### config.mk
export PLATFORM = sky130hd
export DESIGN_NAME = sdft_sequencer
export DESIGN_NICKNAME = d
export VERILOG_FILES = /design/src/rtl/sdft_sequencer.sv
export SDC_FILE = /design/constraint.sdc
export NUM_CORES = 1
export LEC_CHECK = 0
export CAP_MARGIN = 20
export CORE_MARGIN = 1
export CORE_UTILIZATION = 39
export CTS_BUF_LIST = sky130_fd_sc_hd__clkbuf_4
export DETAILED_ROUTE_END_ITERATION = 8
export PLACE_DENSITY_LB_ADDON = 0.25
export SLEW_MARGIN = 20
export SYNTH_ARGS = -nofsm -noshare
export SYNTH_HDL_FRONTEND = slang
export SYNTH_SLANG_ARGS = --single-unit
### constraint.sdc
create_clock -name clk -period 1.8 [get_ports clk]
set_input_delay 0.18 -clock clk [delete_from_list [all_inputs] [get_ports clk]]
set_output_delay 0.18 -clock clk [all_outputs]
set_load 0.01 [all_outputs]
### src/rtl/sdft_sequencer.sv
// rtl/sdft_sequencer.sv - sample-period sequencer and frequency-bin RAM arbiter for the sliding DFT
module sdft_sequencer #(
  parameter int data_width    = 16,
  parameter int freq_bins     = 16,
  parameter int addr_width    = $clog2(freq_bins),
  parameter int sample_period = 64
) (
  input  logic                  clk,
  input  logic                  reset_n,
  input  logic [data_width-1:0] adc,
  output logic [data_width-1:0] sample,
  output logic                  sdft_start,
  input  logic                  sdft_done,
  input  logic                  bin_we,
  input  logic [addr_width-1:0] bin_addr,
  input  logic [data_width-1:0] bin_data,
  output logic                  bram_w_en,
  output logic [addr_width-1:0] bram_w_addr,
  output logic [data_width-1:0] bram_w_data,
  output logic                  bram_r_en,
  output logic [addr_width-1:0] bram_r_addr,
  input  logic [data_width-1:0] bram_r_data,
  input  logic                  rd_req,
  input  logic [addr_width-1:0] rd_addr,
  output logic                  rd_grant,
  output logic                  rd_valid,
  output logic [data_width-1:0] rd_data,
  input  logic                  rd_lock,
  output logic [15:0]           frame_count,
  output logic [15:0]           dropped,
  output logic                  busy
);

  localparam int tcnt_width = (sample_period > 1) ? $clog2(sample_period) : 1;
  localparam logic [tcnt_width-1:0] tcnt_last = tcnt_width'(sample_period - 1);

  typedef enum logic [1:0] {
    S_WAIT    = 2'd0,
    S_START   = 2'd1,
    S_PROCESS = 2'd2
  } state_t;

  state_t                  state;
  state_t                  next_state;
  logic [tcnt_width-1:0]   tcnt;
  logic                    tick;
  logic                    load_sample;
  logic                    count_drop;
  logic                    count_frame;
  logic [data_width-1:0]   rd_data_q;

  assign tick = (tcnt == tcnt_last);

  // Free-running sample-period divider; independent of the FSM so ticks keep their phase.
  always_ff @(posedge clk or negedge reset_n) begin
    if (!reset_n) begin
      tcnt <= '0;
    end else if (tick) begin
      tcnt <= '0;
    end else begin
      tcnt <= tcnt + 1'b1;
    end
  end

  // FSM state register.
  always_ff @(posedge clk or negedge reset_n) begin
    if (!reset_n) begin
      state <= S_WAIT;
    end else begin
      state <= next_state;
    end
  end

  // Next-state and per-cycle event decode; a tick that cannot start an update is a drop.
  always_comb begin
    next_state  = state;
    load_sample = 1'b0;
    count_drop  = 1'b0;
    count_frame = 1'b0;
    case (state)
      S_WAIT: begin
        if (tick) begin
          if (!rd_lock) begin
            load_sample = 1'b1;
            next_state  = S_START;
          end else begin
            count_drop = 1'b1;
          end
        end
      end
      S_START: begin
        count_drop = tick;
        next_state = S_PROCESS;
      end
      S_PROCESS: begin
        count_drop = tick;
        if (sdft_done) begin
          count_frame = 1'b1;
          next_state  = S_WAIT;
        end
      end
      default: begin
        next_state = S_WAIT;
      end
    endcase
  end

  // Sample latch: only written on an accepted tick, so it is frozen for the whole update.
  always_ff @(posedge clk or negedge reset_n) begin
    if (!reset_n) begin
      sample <= '0;
    end else if (load_sample) begin
      sample <= adc;
    end
  end

  // Completed-update counter (wraps) and dropped-tick counter (saturates).
  always_ff @(posedge clk or negedge reset_n) begin
    if (!reset_n) begin
      frame_count <= '0;
      dropped     <= '0;
    end else begin
      if (count_frame) begin
        frame_count <= frame_count + 16'd1;
      end
      if (count_drop && (dropped != 16'hFFFF)) begin
        dropped <= dropped + 16'd1;
      end
    end
  end

  // Status and write-port pass-through; the sDFT owns the write port unconditionally.
  always_comb begin
    sdft_start  = (state == S_START);
    busy        = (state == S_START) || (state == S_PROCESS);
    bram_w_en   = bin_we;
    bram_w_addr = bin_addr;
    bram_w_data = bin_data;
  end

  // Read grant only while idle and off the tick, so a read never straddles a frame start.
  always_comb begin
    rd_grant    = rd_req && (state == S_WAIT) && !tick;
    bram_r_en   = rd_grant;
    bram_r_addr = rd_grant ? rd_addr : '0;
    rd_data     = rd_valid ? bram_r_data : rd_data_q;
  end

  // Read return: valid one cycle after grant, matching the RAM's read latency; data held between reads.
  always_ff @(posedge clk or negedge reset_n) begin
    if (!reset_n) begin
      rd_valid  <= 1'b0;
      rd_data_q <= '0;
    end else begin
      rd_valid <= rd_grant;
      if (rd_valid) begin
        rd_data_q <= bram_r_data;
      end
    end
  end

endmodule

==> results.yml <==
run_status:
  status: "finished clean"
routing:
  viasPerCell: 4.81
  wire_per_inst_um: 15.0
  drtPass1Iterations: 4
  num_vias: 2538
  drt_iter0_markers: 61
  ant_nets: 0
  drc: 0
  finalWirelength_um: 7940
clock_network:
  clk_latency_ns: 0.42
  htreeDepth: 3
  numCtsBuffers: 9
  cts-root-buf: "clkbuf_4"
  cts.sinks: 73
  cts_tree: "done"
  clk_pin_slew_ns: 0.13
  cts_max_path_buffers: 2
setup_path:
  crit_required_ns: 1.62
  start_kind: "flip-flop"
  crit_chain: "ha_4, nand2_4, nor2_4, nor2_4, and2_4, buf_6"
  cpLargestDelayFamily: "simple AND/OR/NAND/NOR gates"
  r2r_start: "state[1]"
  critPathCaptureType: "output port"
  cp-endpoint: "bram_r_addr[2]"
  ff2ff_path_depth: 8
  crit_type: "reg2out"
  reg2reg_to: "dropped[12]"
  cp_num_cells: 6
  rrSetupSlack_ns: 0.03
  crit_arrival_ns: 1.59
  cp_common_cell: "nor2_4"
  crit_slowest_cell: "dfrtp_1"
  max_stage_delay_ns: 0.43
  crit_fanout: 7
  startpoint: "tcnt[0]"
  path_buf_inv: 1
die:
  num_io_pins: 156
  coreArea_um2: 8380
  die_x_um: 96.1
  dieArea_um2: 9240
  die_h_um: 96.1
  initial_core_util: 0.412
  num_rows: 33
yosys:
  avgSynthCellArea_um2: 12.9
  synth_area_leader_cell: "dfrtp_1"
  async_flop_share: 1.00
  synth_seq_cells: 73
  syn_area_um2: 3460
  yosys_warnings: 0
  synth_nets: 337
  yosysUniqueCellTypes: 38
  synth_area_leaders: "dfrtp_1 (53%), mux2_2 (8.1%), buf_4 (5.0%)"
  synth_edf_count: 0
  synth_seq_area_share: 0.529
  syn-instance-count: 268
  synth_top_area_frac: 0.529
  ys.flop_type: "dfrtp_1"
sta:
  hold_violations: 0
  worstMarginPinSlew_ns: 0.439
  finClkSkew_ns: 0.0181
  post-route-period-util: 0.984
  maxSlewViolCount: 0
  relSlewSlack: 0.707
  grt_setup_unrepaired: "true"
  max_freq_ghz: 0.565
  fin_crit_ns: 1.77
  finalSetupViolCount: 0
pwr:
  peakVddDrop_uv: 342
  p_per_area_nw_per_um2: 630
  leakage_nw: 2.45
  power_mw: 3.32
hold_path:
  hold_class: "in2async"
finish:
  final_layout_size_suffix_gt1_frac: 0.359
  final_util: 0.628
  n_antenna_cell: 0
  nets: 487
  area_growth_pct: 52.4
grt:
  grt-ovfl-total: 0
  antenna_found_initial: 0
  grt_max_degree: 42
  grt_use_total: 0.177
  grt_pass1_vias: 2603
  grt_first_pass_wirelength_um: 12300
placed_design:
  hpwl_um: 5690
  place.gp.congestion: 0.799
  io_buffers: 113
job:
  cap_violations: 0
[power by group]
part | switching (mW) | internal (mW)
combinational | 0.122 | 0.200
sequential | 0.0103 | 1.68
clock | 0.605 | 0.702
total | 0.737 | 2.58
[routing by layer]
| layer | wire length (µm) | vias up | track usage | share of wire |
|---|---|---|---|---|
| li1 | - | 1211 | - | - |
| met1 | 3450 | 1242 | 0.221 | 0.43 |
| met2 | 4040 | 69 | 0.302 | 0.51 |
| met3 | 334 | 16 | 0.0284 | 0.042 |
| met4 | 112 | 0 | 0.0796 | 0.014 |
| met5 | 0 | - | 0 | 0 |
[cells in the mapped netlist (2+ instances only)]
master and instances:
dfrtp_1 73, mux2_2 25, buf_4 23, xor2_1 18, nand3_1 16, xnor2_1 15, nand2_1 13, mux2_4 9
ha_1 7, nand4_1 7, nor2_1 7, and2_1 6, and3_1 6, and4_1 6, inv_1 4, nor3_1 4
nor4_2 4, buf_6 2, clkbuf_1 2, nor2b_1 2, o21ai_0 2
[metrics by stage]
stage / setup TNS [ns] / worst slack, ns / cell area (µm²) / cells / hold WS [ns]
final: 0 / 0.0286 / 5270 / 528 / 0.226
after global routing: -0.567 / -0.0868 / 5270 / 528 / 0.259
after CTS: -0.0685 / -0.0409 / 5070 / 523 / 0.225
after detailed placement: -0.702 / -0.114 / 4820 / 495 / 0.157
after global placement: -3.30 / -0.451 / 4810 / 495 / 0.156
after floorplan: 0 / 0.109 / 3460 / 268 / -0.116
[cell families after synthesis]
family | after synthesis | synth area share
simple gates | 82 | 0.163
flops | 73 | 0.529
mux | 35 | 0.124
xor+xnor | 33 | 0.0836
buf+inv | 32 | 0.0641
fa+ha+maj | 7 | 0.0253
compound gates | 6 | 0.0112
[layout by cell type (no fill, tap or decap), types with 5 or more instances in the layout]
master / synthesis / layout
clkdlybuf4s50_1: 0 / 87
dfrtp_1: 73 / 72
buf_4: 23 / 46
mux2_2: 25 / 23
xor2_1: 18 / 18
nand3_1: 16 / 16
xnor2_1: 15 / 15
nand2_1: 13 / 12
buf_6: 2 / 12
mux2_4: 9 / 11
clkbuf_4: 0 / 9
nand4_1: 7 / 7
clkbuf_2: 0 / 7
nor2_1: 7 / 6
clkdlybuf4s15_1: 0 / 6
and3_1: 6 / 5
[flip-flops by register name, indices dropped and copies added (netlist names)]
signal / count
rd_valid: 1
tcnt: 6
sample: 16
dropped: 16
rd_data_q: 16
state: 2
frame_count: 16
[cell type report]
type	instances	area, µm²
clock inverters	7	119
multi-input cells	163	1540
clock buffers	9	67.6
well taps	105	131
flip-flops and latches	73	1830
inverters	4	15.0
repair buffers	167	1570
fillers	662	3120
[how the worst min path moves through the flow]
| stage | end | slack [ns] | startpoint |
|---|---|---|---|
| after global placement | rd_data_q[15] | 0.16 | reset_n |
| after floorplan | dropped[0] | -0.12 | reset_n |
| after detailed placement | rd_data_q[15] | 0.16 | reset_n |
| after global routing | rd_data_q[0] | 0.26 | reset_n |
| final | rd_data_q[15] | 0.23 | reset_n |
| after CTS | rd_data_q[15] | 0.23 | reset_n |
[repair_timing]
item,CTS,global route
cloned,0,1
endpoints found under the hold margin,32,0
hold buffers,1,0
gates resized for setup,65,52
endpoints found under the setup margin,32,40
pin swaps,9,12
buffers inserted,11,6
Note: power is estimated with default switching activity, not from simulation.
